### config.mk
export PLATFORM = sky130hd
export DESIGN_NAME = dmem_arbiter_flat
export DESIGN_NICKNAME = d
export VERILOG_FILES = /design/src/rtl/dmem_arbiter_if.sv /design/src/rtl/dmem_arbiter.sv /design/src/flat_wrapper.sv
export SDC_FILE = /design/constraint.sdc
export NUM_CORES = 1
export LEC_CHECK = 0
export ABC_AREA = 1
export BUFFER_PORTS_ARGS = -buffer_cell sky130_fd_sc_hd__buf_2
export CELL_PAD_IN_SITES_DETAIL_PLACEMENT = 0
export CELL_PAD_IN_SITES_GLOBAL_PLACEMENT = 2
export CORE_UTILIZATION = 18
export CTS_CLUSTER_DIAMETER = 120
export DETAILED_ROUTE_END_ITERATION = 8
export PLACE_DENSITY_LB_ADDON = 0.25
export SYNTH_ARGS = -nofsm -noshare
export SYNTH_HDL_FRONTEND = slang
export SYNTH_SLANG_ARGS = --single-unit
### constraint.sdc
create_clock -name clk -period 2.2 [get_ports clk]
set_clock_uncertainty 0.2 [all_clocks]
set_input_delay 0.22 -clock clk [delete_from_list [all_inputs] [get_ports clk]]
set_output_delay 0.22 -clock clk [all_outputs]
set_load 0.01 [all_outputs]
### src/rtl/dmem_arbiter_if.sv
// Bundle of the core, debug and data_memory sides of the data-memory arbiter.
// master = requesters + memory (environment), slave = the arbiter itself.
interface dmem_arbiter_if;
  logic        core_req;
  logic        core_we;
  logic [2:0]  core_width;
  logic [31:0] core_addr;
  logic [31:0] core_wdata;
  logic        core_gnt;
  logic        core_stall;
  logic        core_rvalid;
  logic [31:0] core_rdata;

  logic        dbg_req;
  logic        dbg_we;
  logic [2:0]  dbg_width;
  logic [31:0] dbg_addr;
  logic [31:0] dbg_wdata;
  logic        dbg_gnt;
  logic        dbg_rvalid;
  logic [31:0] dbg_rdata;

  logic        mem_read;
  logic        mem_write;
  logic [2:0]  mem_width;
  logic [31:0] mem_addr;
  logic [31:0] mem_wdata;
  logic [31:0] mem_rdata;

  modport master (
    output core_req, core_we, core_width,
    output core_addr, core_wdata,
    input  core_gnt, core_stall,
    input  core_rvalid, core_rdata,
    output dbg_req, dbg_we, dbg_width,
    output dbg_addr, dbg_wdata,
    input  dbg_gnt, dbg_rvalid, dbg_rdata,
    input  mem_read, mem_write, mem_width,
    input  mem_addr, mem_wdata,
    output mem_rdata
  );

  modport slave (
    input  core_req, core_we, core_width,
    input  core_addr, core_wdata,
    output core_gnt, core_stall,
    output core_rvalid, core_rdata,
    input  dbg_req, dbg_we, dbg_width,
    input  dbg_addr, dbg_wdata,
    output dbg_gnt, dbg_rvalid, dbg_rdata,
    output mem_read, mem_write, mem_width,
    output mem_addr, mem_wdata,
    input  mem_rdata
  );
endinterface

### src/rtl/dmem_arbiter.sv
// Core/debug arbiter for the single data_memory port.
// Core has priority; debug is forced through after MAX_WAIT denials.
module dmem_arbiter #(
  parameter int MAX_WAIT = 4
) (
  input  logic           clk,
  input  logic           rst_n,
  dmem_arbiter_if.slave  bus
);

  localparam int CW =
    (MAX_WAIT < 1) ? 1 : $clog2(MAX_WAIT + 1);
  localparam logic [CW-1:0] MAXC = CW'(MAX_WAIT);

  logic [CW-1:0] r_wait_cnt;
  logic          r_core_rvalid;
  logic [31:0]   r_core_rdata;
  logic          r_dbg_rvalid;
  logic [31:0]   r_dbg_rdata;

  logic          w_dbg_win;
  logic          w_core_win;
  logic          w_any;
  logic          w_we;
  logic [2:0]    w_width;
  logic [31:0]   w_addr;
  logic [31:0]   w_wdata;

  // Grants are gated by rst_n so nothing reaches memory in reset.
  always_comb begin
    w_dbg_win  = rst_n & bus.dbg_req &
                 (~bus.core_req | (r_wait_cnt == MAXC));
    w_core_win = rst_n & bus.core_req & ~w_dbg_win;
    w_any   = 1'b0;
    w_we    = 1'b0;
    w_width = 3'd0;
    w_addr  = 32'd0;
    w_wdata = 32'd0;
    unique case (1'b1)
      w_dbg_win: begin
        w_any   = 1'b1;
        w_we    = bus.dbg_we;
        w_width = bus.dbg_width;
        w_addr  = bus.dbg_addr;
        w_wdata = bus.dbg_wdata;
      end
      w_core_win: begin
        w_any   = 1'b1;
        w_we    = bus.core_we;
        w_width = bus.core_width;
        w_addr  = bus.core_addr;
        w_wdata = bus.core_wdata;
      end
      default: ;
    endcase
  end

  assign bus.core_gnt   = w_core_win;
  assign bus.core_stall = bus.core_req & ~w_core_win;
  assign bus.dbg_gnt    = w_dbg_win;

  assign bus.mem_read  = w_any & ~w_we;
  assign bus.mem_write = w_any & w_we;
  assign bus.mem_width = w_width;
  assign bus.mem_addr  = w_addr;
  assign bus.mem_wdata = w_wdata;

  assign bus.core_rvalid = r_core_rvalid;
  assign bus.core_rdata  = r_core_rdata;
  assign bus.dbg_rvalid  = r_dbg_rvalid;
  assign bus.dbg_rdata   = r_dbg_rdata;

  // A dropped debug request forfeits its accumulated wait.
  always_ff @(posedge clk or negedge rst_n) begin
    if (!rst_n) begin
      r_wait_cnt <= '0;
    end else if (bus.dbg_req & ~w_dbg_win) begin
      if (r_wait_cnt != MAXC)
        r_wait_cnt <= r_wait_cnt + CW'(1);
    end else begin
      r_wait_cnt <= '0;
    end
  end

  always_ff @(posedge clk or negedge rst_n) begin
    if (!rst_n) begin
      r_core_rvalid <= 1'b0;
      r_core_rdata  <= 32'd0;
      r_dbg_rvalid  <= 1'b0;
      r_dbg_rdata   <= 32'd0;
    end else begin
      r_core_rvalid <= w_core_win & ~bus.core_we;
      r_dbg_rvalid  <= w_dbg_win & ~bus.dbg_we;
      if (w_core_win & ~bus.core_we)
        r_core_rdata <= bus.mem_rdata;
      if (w_dbg_win & ~bus.dbg_we)
        r_dbg_rdata <= bus.mem_rdata;
    end
  end

endmodule

### src/flat_wrapper.sv
// flat-port wrapper written by rule: the top's interface ports become plain ports
module dmem_arbiter_flat 
#(
  parameter int MAX_WAIT = 4
)
  (clk, rst_n, bus_core_req, bus_core_we, bus_core_width, bus_core_addr, bus_core_wdata, bus_core_gnt, bus_core_stall, bus_core_rvalid, bus_core_rdata, bus_dbg_req, bus_dbg_we, bus_dbg_width, bus_dbg_addr, bus_dbg_wdata, bus_dbg_gnt, bus_dbg_rvalid, bus_dbg_rdata, bus_mem_read, bus_mem_write, bus_mem_width, bus_mem_addr, bus_mem_wdata, bus_mem_rdata);
  dmem_arbiter_if bus_i ();
  input  logic clk;
  input  logic rst_n;
  input wire logic [$bits(bus_i.core_req)-1:0] bus_core_req;
  input wire logic [$bits(bus_i.core_we)-1:0] bus_core_we;
  input wire logic [$bits(bus_i.core_width)-1:0] bus_core_width;
  input wire logic [$bits(bus_i.core_addr)-1:0] bus_core_addr;
  input wire logic [$bits(bus_i.core_wdata)-1:0] bus_core_wdata;
  output wire logic [$bits(bus_i.core_gnt)-1:0] bus_core_gnt;
  output wire logic [$bits(bus_i.core_stall)-1:0] bus_core_stall;
  output wire logic [$bits(bus_i.core_rvalid)-1:0] bus_core_rvalid;
  output wire logic [$bits(bus_i.core_rdata)-1:0] bus_core_rdata;
  input wire logic [$bits(bus_i.dbg_req)-1:0] bus_dbg_req;
  input wire logic [$bits(bus_i.dbg_we)-1:0] bus_dbg_we;
  input wire logic [$bits(bus_i.dbg_width)-1:0] bus_dbg_width;
  input wire logic [$bits(bus_i.dbg_addr)-1:0] bus_dbg_addr;
  input wire logic [$bits(bus_i.dbg_wdata)-1:0] bus_dbg_wdata;
  output wire logic [$bits(bus_i.dbg_gnt)-1:0] bus_dbg_gnt;
  output wire logic [$bits(bus_i.dbg_rvalid)-1:0] bus_dbg_rvalid;
  output wire logic [$bits(bus_i.dbg_rdata)-1:0] bus_dbg_rdata;
  output wire logic [$bits(bus_i.mem_read)-1:0] bus_mem_read;
  output wire logic [$bits(bus_i.mem_write)-1:0] bus_mem_write;
  output wire logic [$bits(bus_i.mem_width)-1:0] bus_mem_width;
  output wire logic [$bits(bus_i.mem_addr)-1:0] bus_mem_addr;
  output wire logic [$bits(bus_i.mem_wdata)-1:0] bus_mem_wdata;
  input wire logic [$bits(bus_i.mem_rdata)-1:0] bus_mem_rdata;
  assign bus_i.core_req = bus_core_req;
  assign bus_i.core_we = bus_core_we;
  assign bus_i.core_width = bus_core_width;
  assign bus_i.core_addr = bus_core_addr;
  assign bus_i.core_wdata = bus_core_wdata;
  assign bus_core_gnt = bus_i.core_gnt;
  assign bus_core_stall = bus_i.core_stall;
  assign bus_core_rvalid = bus_i.core_rvalid;
  assign bus_core_rdata = bus_i.core_rdata;
  assign bus_i.dbg_req = bus_dbg_req;
  assign bus_i.dbg_we = bus_dbg_we;
  assign bus_i.dbg_width = bus_dbg_width;
  assign bus_i.dbg_addr = bus_dbg_addr;
  assign bus_i.dbg_wdata = bus_dbg_wdata;
  assign bus_dbg_gnt = bus_i.dbg_gnt;
  assign bus_dbg_rvalid = bus_i.dbg_rvalid;
  assign bus_dbg_rdata = bus_i.dbg_rdata;
  assign bus_mem_read = bus_i.mem_read;
  assign bus_mem_write = bus_i.mem_write;
  assign bus_mem_width = bus_i.mem_width;
  assign bus_mem_addr = bus_i.mem_addr;
  assign bus_mem_wdata = bus_i.mem_wdata;
  assign bus_i.mem_rdata = bus_mem_rdata;
  dmem_arbiter #(.MAX_WAIT(MAX_WAIT)) u_core (.clk(clk), .rst_n(rst_n), .bus(bus_i));
endmodule
# After elaboration in Yosys (flattened, before gate mapping)
# Cells that the tools add are included.
# word_totals
out_inout_bits,138
ff_bits,69
wordCells,34
# classes
n_addsub,1
n_reduce_logical,1
n_eq_ne,3
bitwise,17
muxes,7
# op_table
operator,count
32-bit one-hot mux with 2 select lines,2
1-bit AND,10
3-bit two-way mux,2
1-bit NOT,6
3-bit one-hot mux with 2 select lines,1
3-bit by 1-bit adder with 3-bit output (second input constant),1
3-bit == test (second input constant),1
3-bit inequality test (second input constant),1
2-bit inequality test (second input constant),1
1-bit one-hot mux with 2 select lines,1
2-bit OR reduction,1
1-bit two-way mux,1
1-bit bitwise OR,1

# Logic depth before layout (Yosys ltp)
# logic_depth
depth_word,8
depth_mapped,11

# Worst setup path before layout
# No wires, ideal clock.
# synth_timing
path_kind,register to output
start,reg u_core.r_wait_cnt[0]
end,out bus_mem_addr[18]
required_ps,1780
stages_incl_launch_ff,12
t_arrival_ps,1386
slack_ps,394
path_buffers,2
cell_sequence,dfrtp_1 inv_1 ha_1 nand2_2 nand2_2 nand2_4 nand2_1 inv_2 buf_6 buf_6 nand2_1 nand2_1
# synth_between
elab_chain_len,6
# synth_rtl
item,line_no,text
start: declaration,dmem_arbiter.sv:15,logic [CW-1:0] r_wait_cnt;
start signal: assignment,dmem_arbiter.sv:79,r_wait_cnt <= r_wait_cnt + CW'(1);
3-bit == test (*),dmem_arbiter.sv:32,(~bus.core_req | (r_wait_cnt == MAXC));
1-bit bitwise OR (*),dmem_arbiter.sv:32,
1-bit AND (*),dmem_arbiter.sv:31,w_dbg_win = rst_n & bus.dbg_req &
1-bit NOT,dmem_arbiter.sv:33,w_core_win = rst_n & bus.core_req & ~w_dbg_win;
1-bit AND,dmem_arbiter.sv:33,
32-bit one-hot mux with 2 select lines (*),dmem_arbiter.sv:39,unique case (1'b1)
end: declaration,flat_wrapper.sv:30,output wire logic [$bits(bus_i.mem_addr)-1:0] bus_mem_addr;
# Every way passes the cells marked *; elsewhere a longest branch is shown, timed or not.

# Worst setup path after layout
# layout_timing
start,reg u_core.r_wait_cnt[0]
end,out bus_mem_addr[22]
# The elaborated chain is that of the path after synthesis.

==> run metrics <==
first-pass GRT wire length=between 20 and 30 mm; initial antenna violation count=1; critical path class=flip-flop to primary output; Port Buffers=approximately 310; Total Power=between 4 and 5 mW; Critical Path End Type=primary output; fin nets=between 1000 and 1500; Num CTS Buffers=9; P_leak=approximately 4.2 nW; fmax=0.439 GHz; die area=between 20000 and 25000 um2; ANT nets after route=0; Final Hold Violating Endpoints=3; post-synthesis mux area share=0; deepest level of the CTS H-tree=3; Tot GR Track Use=0.166; worst slew pin tran=0.873 ns; sequential cell area fraction in the yosys report=0.472; Rel. slew slack=0.418; starting DRC count in detailed routing=roughly 150; Ports=310; Hold Path Class=input port to asynchronous set/reset pin; max-slew violations=0; # DRC=0; GPL Wtd Cong=about 0.7; Synth Area in Compound Gates=0.00411; post-route cell area=~7000 um2; final wirelength=18.8 mm; CTS hold repair buffers=33; Synth Area in XOR/XNOR=0.00479; vias in the first global route=approximately 4600; status=complete, but fails checks; Post-Place Cell Area=5510 um2; Syn Inst Count=~530; period utilisation layout=1.04; Routed wire per std cell=16.3 um; CP startpoint kind=flip-flop; hpwl dp=between 10 and 15 mm; cell taking the most area after synthesis=dfrtp_1; ranking of synthesized cells by area=dfrtp_1, nand2_1, nand4_1; RSZ-0062 raised after global routing=true; Unique masters post-synth=19; CTS root buf=clkbuf_16; core area=~20000 um2; most common cell after layout, fill and taps aside=nand2_1; Die Y-Extent=around 140 um; Cells after DPL=1086; Setup WS pre-CTS=between 0.1 and 0.15 ns; failing checks=negative hold slack, negative setup slack; share of cells above drive strength 1=0.507; worst endpoint required time=~1.8 ns; most frequent cells in the layout=nand2_1, buf_2, dfrtp_1; Synth Cell Area=between 3000 and 4000 um2; MaxCap Viol Count=0; worst setup margin=-0.0803 ns; simple-gate share of the synthesized area=0.451; PwrDens=~640 nW/um2; Synth Area in Adders=0.00685; Yosys top cell area share=0.472; Finished Layout Cells=roughly 1200; Clock Latency Late Sink=roughly 0.33 ns; CTS max path bufs=2; CTS Sinks=69; Vias/cell=roughly 4; TritonCTS clock tree=built; DIE WIDTH=144 um; final hold slack=-0.487 ns; largest family of logic cells by synthesized area=simple AND/OR/NAND/NOR gates; synthesized area per cell=roughly 6.9 um2; crit-path max FO=8; VDD IR max=~360 uV; Syn Nets=approximately 700; synth warn=0; synthesis-stage register bit count=69; Final TNS setup=-2.66 ns; Clock transition at path regs=about 0.060 ns; Starting Density=0.186; crit path DAT=1.86 ns; area grow syn2layout=94.5%; final core occ=0.362; Final min period=2.28 ns; routed via count=about 4700; Cell Rows=slightly above 50; final setup fails=65; GRT overflow=0; largest net degree at the start of global routing=67; Detailed Routing Iterations Pass 1=4
-- worst max-delay path, cell delays in order, from the launching register on --
cell,delay [ns]
dfrtp_1,0.35
inv_2,0.06
ha_4,0.17
nand2_4,0.07
nand2_4,0.06
nand2_4,0.09
nand2_4,0.06
inv_6,0.08
buf_12,0.16
clkbuf_16,0.19
nand2_2,0.05
nand2_1,0.05
buf_2,0.12
-- registers in the layout, indices dropped and copies added, names as in the netlist --
name and flops:
u_core.bus.core_rdata 32, u_core.bus.core_rvalid 1, u_core.bus.dbg_rdata 32, u_core.bus.dbg_rvalid 1, u_core.r_wait_cnt 3
-- synth_stat cells --
master	count
nand2_1	369
dfrtp_1	69
nand4_1	32
buf_2	14
clkbuf_1	10
inv_1	6
inv_2	5
buf_4	4
buf_6	4
a21oi_1	3
nor2_1	3
ha_1	2
nand2_2	2
nand2_4	1
nand3_1	1
nand3_2	1
nand3b_2	1
xnor2_1	1
xor2_1	1
-- final timing paths --
| check | start | depth (start not counted) | slack (ns) | end |
|---|---|---|---|---|
| setup / recovery | u_core.r_wait_cnt[0] | 12 | -0.08 | bus_mem_addr[22] |
| hold / removal | rst_n | 1 | -0.49 | u_core.bus.core_rdata[22] |
| setup reg to reg | u_core.r_wait_cnt[0] | 9 | 0.35 | u_core.bus.core_rdata[5] |
| hold reg to reg | u_core.bus.core_rdata[30] | 2 | 0.26 | u_core.bus.core_rdata[30] |
| max in group asynchronous | rst_n | 2 | 1.19 | u_core.bus.dbg_rdata[4] |
| min in group clk | bus_dbg_we | 4 | 0.11 | u_core.bus.dbg_rdata[26] |
-- report_power, final --
| group | switching, mW | leakage (nW) | internal (mW) |
|---|---|---|---|
| Sequential | 0.132 | 0.869 | 1.51 |
| Combinational | 0.795 | 3.22 | 0.698 |
| Clock | 0.575 | 0.141 | 0.871 |
| Total | 1.50 | 4.23 | 3.08 |
-- layout make-up --
| class | instances | area [um2] |
|---|---|---|
| clock inverter | 6 | 65.1 |
| fill | 2168 | 12500 |
| multi-input combinational | 417 | 2080 |
| tap | 265 | 332 |
| sequential | 69 | 1730 |
| timing repair buffer | 376 | 2630 |
| antenna | 1 | 2.50 |
| inverter | 11 | 48.8 |
| clock buffer | 9 | 225 |
-- metal layers --
| layer | part of all wire | track usage | up-vias | wire [um] |
|---|---|---|---|---|
| met1 | 0.38 | 0.191 | 2165 | 7150 |
| met3 | 0.076 | 0.0434 | 24 | 1440 |
| li1 | - | - | 2347 | - |
| met2 | 0.52 | 0.300 | 192 | 9850 |
| met4 | 0.019 | 0.0454 | 0 | 363 |
| met5 | 0 | 0 | - | 0 |
-- logic make-up (layout without fill, tap and decap cells) --
family	Yosys count	after routing
xor+xnor	2	2
fa+ha+maj	2	2
other cells	0	1
simple gates	410	410
buf+inv	43	402
compound gates	3	3
flops	69	69
-- repair_timing --
action | 4_1_cts | 5_1_grt
resized for setup | 65 | 105
buffers inserted | 10 | 0
endpoints found under the setup margin | 71 | 72
hold endpoints to repair | 70 | 3
gates cloned | 6 | 4
pin swaps | 9 | 23
(Power assumes the default switching activity.)
